[config.mk]
export PLATFORM = sky130hd
export DESIGN_NAME = uart_tx_param
export DESIGN_NICKNAME = d
export VERILOG_FILES = /design/src/rtl/uart_tx_param.sv
export SDC_FILE = /design/constraint.sdc
export NUM_CORES = 1
export LEC_CHECK = 0
export CAP_MARGIN = 0
export CORE_MARGIN = 5
export CORE_UTILIZATION = 55
export DETAILED_ROUTE_END_ITERATION = 10
export HOLD_SLACK_MARGIN = 0.02
export PLACE_DENSITY = 0.74
export SYNTH_ARGS = -nofsm -noshare
export SYNTH_HDL_FRONTEND = slang
export SYNTH_SLANG_ARGS = --single-unit
[constraint.sdc]
create_clock -name clk -period 3.4 [get_ports clk]
set_input_delay 0.51 -clock clk [delete_from_list [all_inputs] [get_ports clk]]
set_output_delay 0.51 -clock clk [all_outputs]
set_load 0.1 [all_outputs]
[src/rtl/uart_tx_param.sv]
// Buffered UART transmitter: FIFO-fed, configurable data/stop bits, frames sent back-to-back.
// Optional parity bit is compiled in when `UART_TX_PARITY_EN is defined.
module uart_tx_param #(
  parameter int CLKS_PER_BAUD = 1250,
  parameter int DATA_BITS     = 8,
  parameter int STOP_BITS     = 1,
  parameter int FIFO_DEPTH    = 4
) (
  input  logic                        clk,
  input  logic                        nRst,
  input  logic                        tx_valid,
  input  logic [DATA_BITS-1:0]        tx_data,
  input  logic                        parity_odd,
  output logic                        tx_ready,
  output logic                        tx_serial,
  output logic                        busy,
  output logic [$clog2(FIFO_DEPTH):0] fifo_count
);
  localparam int PW = $clog2(FIFO_DEPTH);
  localparam int CW = PW + 1;
  localparam int BW = $clog2(CLKS_PER_BAUD);
  localparam int IW = $clog2(DATA_BITS);

`ifdef UART_TX_PARITY_EN
  typedef enum logic [2:0] {S_IDLE, S_START, S_DATA, S_PARITY, S_STOP} state_t;
`else
  typedef enum logic [2:0] {S_IDLE, S_START, S_DATA, S_STOP} state_t;
  logic unused_parity;
  assign unused_parity = parity_odd;
`endif

  logic [DATA_BITS-1:0] mem_q [FIFO_DEPTH];
  logic [PW-1:0]        wr_ptr_q, rd_ptr_q;
  logic [CW-1:0]        count_q, count_d;
  logic                 push, pop;
  logic [DATA_BITS-1:0] head;

  state_t               state_q;
  logic [BW-1:0]        baud_q;
  logic [IW-1:0]        bit_q;
  logic                 stop_q;
  logic [DATA_BITS-1:0] shift_q;
  logic                 tx_q;
  logic                 baud_last, stop_last;

  assign tx_ready   = (count_q != CW'(FIFO_DEPTH));
  assign fifo_count = count_q;
  assign tx_serial  = tx_q;
  assign busy       = (state_q != S_IDLE);
  assign push       = tx_valid && tx_ready;
  assign head       = mem_q[rd_ptr_q];
  assign baud_last  = (baud_q == BW'(CLKS_PER_BAUD - 1));
  assign stop_last  = (stop_q == 1'(STOP_BITS - 1));

  // Pop when idle, or on the final stop-bit cycle so the next start bit follows with no gap.
  always_comb begin
    pop = 1'b0;
    if (count_q != '0) begin
      if (state_q == S_IDLE)
        pop = 1'b1;
      else if (state_q == S_STOP && baud_last && stop_last)
        pop = 1'b1;
    end
  end

  always_comb begin
    count_d = count_q;
    case ({push, pop})
      2'b10:   count_d = count_q + 1'b1;
      2'b01:   count_d = count_q - 1'b1;
      default: count_d = count_q;
    endcase
  end

  always_ff @(posedge clk) begin
    if (push)
      mem_q[wr_ptr_q] <= tx_data;
  end

  always_ff @(posedge clk) begin
    if (!nRst) begin
      wr_ptr_q <= '0;
      rd_ptr_q <= '0;
      count_q  <= '0;
    end else begin
      if (push)
        wr_ptr_q <= wr_ptr_q + 1'b1;
      if (pop)
        rd_ptr_q <= rd_ptr_q + 1'b1;
      count_q <= count_d;
    end
  end

`ifdef UART_TX_PARITY_EN
  logic par_q;

  // Parity is fixed for the whole frame using the polarity seen at pop time.
  always_ff @(posedge clk) begin
    if (!nRst)
      par_q <= 1'b0;
    else if (pop)
      par_q <= (^head) ^ parity_odd;
  end
`endif

  always_ff @(posedge clk) begin
    if (!nRst) begin
      state_q <= S_IDLE;
      baud_q  <= '0;
      bit_q   <= '0;
      stop_q  <= 1'b0;
      shift_q <= '0;
      tx_q    <= 1'b1;
    end else begin
      case (state_q)
        S_IDLE: begin
          baud_q <= '0;
          if (pop) begin
            shift_q <= head;
            state_q <= S_START;
            tx_q    <= 1'b0;
          end else begin
            tx_q    <= 1'b1;
          end
        end
        S_START: begin
          if (baud_last) begin
            baud_q  <= '0;
            bit_q   <= '0;
            stop_q  <= 1'b0;
            state_q <= S_DATA;
            tx_q    <= shift_q[0];
          end else begin
            baud_q  <= baud_q + 1'b1;
          end
        end
        S_DATA: begin
          if (baud_last) begin
            baud_q <= '0;
            if (bit_q == IW'(DATA_BITS - 1)) begin
`ifdef UART_TX_PARITY_EN
              state_q <= S_PARITY;
              tx_q    <= par_q;
`else
              state_q <= S_STOP;
              tx_q    <= 1'b1;
`endif
            end else begin
              bit_q   <= bit_q + 1'b1;
              shift_q <= shift_q >> 1;
              tx_q    <= shift_q[1];
            end
          end else begin
            baud_q <= baud_q + 1'b1;
          end
        end
`ifdef UART_TX_PARITY_EN
        S_PARITY: begin
          if (baud_last) begin
            baud_q  <= '0;
            state_q <= S_STOP;
            tx_q    <= 1'b1;
          end else begin
            baud_q  <= baud_q + 1'b1;
          end
        end
`endif
        S_STOP: begin
          if (baud_last) begin
            baud_q <= '0;
            if (!stop_last) begin
              stop_q <= stop_q + 1'b1;
              tx_q   <= 1'b1;
            end else if (pop) begin
              shift_q <= head;
              state_q <= S_START;
              tx_q    <= 1'b0;
            end else begin
              state_q <= S_IDLE;
              tx_q    <= 1'b1;
            end
          end else begin
            baud_q <= baud_q + 1'b1;
          end
        end
        default: begin
          state_q <= S_IDLE;
          baud_q  <= '0;
          tx_q    <= 1'b1;
        end
      endcase
    end
  end
endmodule

==> results.sh <==
export IMPL_synth_top_family_by_area="simple AND/OR/NAND/NOR gates"
export IMPL_synth_seq_cells=66
export IMPL_synth_edff_count=32
export IMPL_antenna_found_initial=0
export IMPL_h_tree_depth=3
export IMPL_fin_crit_sh_pct=81.2
export IMPL_fmax_mhz=362
export IMPL_vias=1873
export IMPL_cp_start_kind="flip-flop"
export IMPL_worstMarginPinSlew_ns=0.971
export IMPL_viasPerCell=5.46
export IMPL_finClkSkew_ns=0.00801
export IMPL_utilization_pct=63.6
export IMPL_path_class="flip-flop to output port"
export IMPL_max_cap_violations=0
export IMPL_hold_path_depth=2
export IMPL_synthMuxAreaShare_pct=11.3
export IMPL_grt_start_max_net_pins=22
export IMPL_die_x_um=84.0
export IMPL_setup_viol=0
export IMPL_final_common_cell="dfxtp_1"
export IMPL_die_area_um2=7050
export IMPL_synth_compound_gate_area_share_pct=7.61
export IMPL_rsz0062_at_grt="no"
export IMPL_syn_inst=246
export IMPL_num_io_pins=18
export IMPL_postCtsSetupBuffers=0
export IMPL_fill_cells=443
export IMPL_dr_first_iter_drc_count=88
export IMPL_post_cts_resized=0
export IMPL_mostFrequentLayoutCells="dfxtp_1, edfxtp_1, nand2_1"
export IMPL_first_pass_iters=4
export IMPL_dp_hpwl_mm=3.53
export IMPL_synthTopCellsByArea="edfxtp_1, dfxtp_1, mux4_2"
export IMPL_clk_path_buf_depth=2
export IMPL_fin_tns_setup_ns=0
export IMPL_grt_pass1_wl_mm=8.42
export IMPL_synth_top_area_share_pct=31.9
export IMPL_r2r_start="baud_q[1]"
export IMPL_async_flop_share_pct=0
export IMPL_timing_rr_end="fifo_count[2]"
export IMPL_syn_to_final_growth_pct=14.2
export IMPL_ys_flop_type="dfxtp_1"
export IMPL_synthAdderAreaFrac_pct=6.07
export IMPL_status="finished clean"
export IMPL_placementRows=27
export IMPL_clock_sinks=66
export IMPL_path_max_fanout=6
export IMPL_die_h_um=84.0
export IMPL_clk_pin_slew_ns=0.08
export IMPL_drive_above_1_share_pct=15.5
export IMPL_grt_ovfl_total=0
export IMPL_final_nets=292
export IMPL_hold_class="flip-flop to flip-flop"
export IMPL_cts_buffers=9
export IMPL_root_buffer="clkbuf_8"
export IMPL_syn_avg_cell_area_um2=12.2
export IMPL_core_um2=5410
export IMPL_synth_nets=272
export IMPL_ys_warn_count=0
export IMPL_ant_nets=0
export IMPL_ys_types=48
export IMPL_irDropWorstVdd_mv=0.482
export IMPL_worst_hold_path_endpoint="shift_q[3]"
export IMPL_worstPathArrival_ns=2.25
export IMPL_yosys_area_share_simple_pct=14.7
export IMPL_min_from="shift_q[3]"
export IMPL_synth_xor_xnor_area_share_pct=3.49
export IMPL_cts_tree="done"
export IMPL_ys_seq_area_share_pct=54.5
export IMPL_worstSkewPairLatency_ns=0.33
export IMPL_period_needed_ns=2.76
export IMPL_antenna_cells=0
export IMPL_power_per_cell_area_nw_per_um2=835
export IMPL_r2r_slack_ns=0.88
export IMPL_hold_viol=0
export IMPL_syn_cell_area_um2=3010
export IMPL_grt_usage_pct=15.2
export IMPL_drcViolationCount=0
export IMPL_initial_core_util_pct=55.7
export IMPL_cp_required_ns=2.89
export IMPL_port_buffers=16
export IMPL_holdWs_ns=0.463
export IMPL_relSlewSlack_pct=35.1
export IMPL_routedWlPerCell_um=14.6
export IMPL_ctsHoldBuffers=0
export IMPL_gp_congestion=0.799
export IMPL_drv_slew=0
export IMPL_drt_wl_total_mm=5.01
export IMPL_end_kind="output port"
export IMPL_first_global_vias=1847
export IMPL_rr_worst_depth=10
export IMPL_synth_top_cell_by_area="edfxtp_1"
export IMPL_power_leakage_uw=0.00125
critical path, cell delays in order (launching register included):
cell and delay (ns):
dfxtp_1 0.39, or3b_2 0.52, clkdlybuf4s50_1 1.00
worst max path at each step:
stage | slack, ns | end | from | cells past startpoint
final | 0.64 | tx_ready | fifo_count[2] | 2
after global routing | 0.58 | tx_ready | fifo_count[2] | 2
after CTS | 0.62 | tx_ready | fifo_count[2] | 2
after detailed placement | 0.83 | fifo_count[2] | tx_valid | 8
after global placement | 0.88 | fifo_count[2] | tx_valid | 8
after floorplan | 0.17 | fifo_count[2] | fifo_count[0] | 8
Yosys cell counts, types with 3 or more instances:
cell      count
clkbuf_1      7
edfxtp_1     32
dfxtp_1      34
nand2_1      24
inv_1         8
nand3_1       6
mux4_2        8
mux2_2        7
nor2_1       18
o21ai_1       3
a21oi_1      11
ha_1         13
mux2i_1       8
o21ai_0       8
xnor2_1       6
nand4_1       3
and2_1        3
xor2_1        6
and4_1        3
and3_1        5
stage by stage:
stage | cells | setup slack [ns] | total power, µW | area, µm²
after floorplan | 246 | 0.172 | 1990 | 3010
after global placement | 327 | 0.878 | 2210 | 3240
after detailed placement | 327 | 0.827 | 2240 | 3240
after CTS | 343 | 0.621 | 2890 | 3440
after global routing | 343 | 0.575 | 3040 | 3440
final | 343 | 0.640 | 2870 | 3440
cell type report:
type	instances	area (µm²)	area share, %
sequential	66	1640	47.8
tap	72	90.1	2.62
clock inverter	7	76.3	2.22
clock buffer	9	124	3.60
inverter	9	33.8	0.983
multi-input combinational	162	1300	37.8
timing repair buffer	18	173	5.02
per-layer routing:
layer  wire [µm]  up-vias  GRT usage, %
met1        2400      897          19.2
li1            -      941             -
met3         174        5          4.24
met4          61        0          6.73
met5           0        -             0
met2        2380       30          24.4
cells by family after synthesis:
logic type,Yosys count
compound gates,34
xor+xnor,12
fa+ha+maj,14
buf+inv,18
flops,66
mux,23
simple gates,79
report_power, final:
group	internal (µW)	total [µW]	switching, µW
combinational	463	1130	667
sequential	977	1090	108
clock	343	655	312
total	1780	2870	1090
flip-flops by register name, indices dropped and copies added (netlist names), named ones only:
name / count
baud_q: 11
bit_q: 3
fifo_count: 3
mem_q: 32
rd_ptr_q: 2
shift_q: 8
state_q: 2
tx_serial: 1
wr_ptr_q: 2
Note: power is estimated with default switching activity, not from simulation.
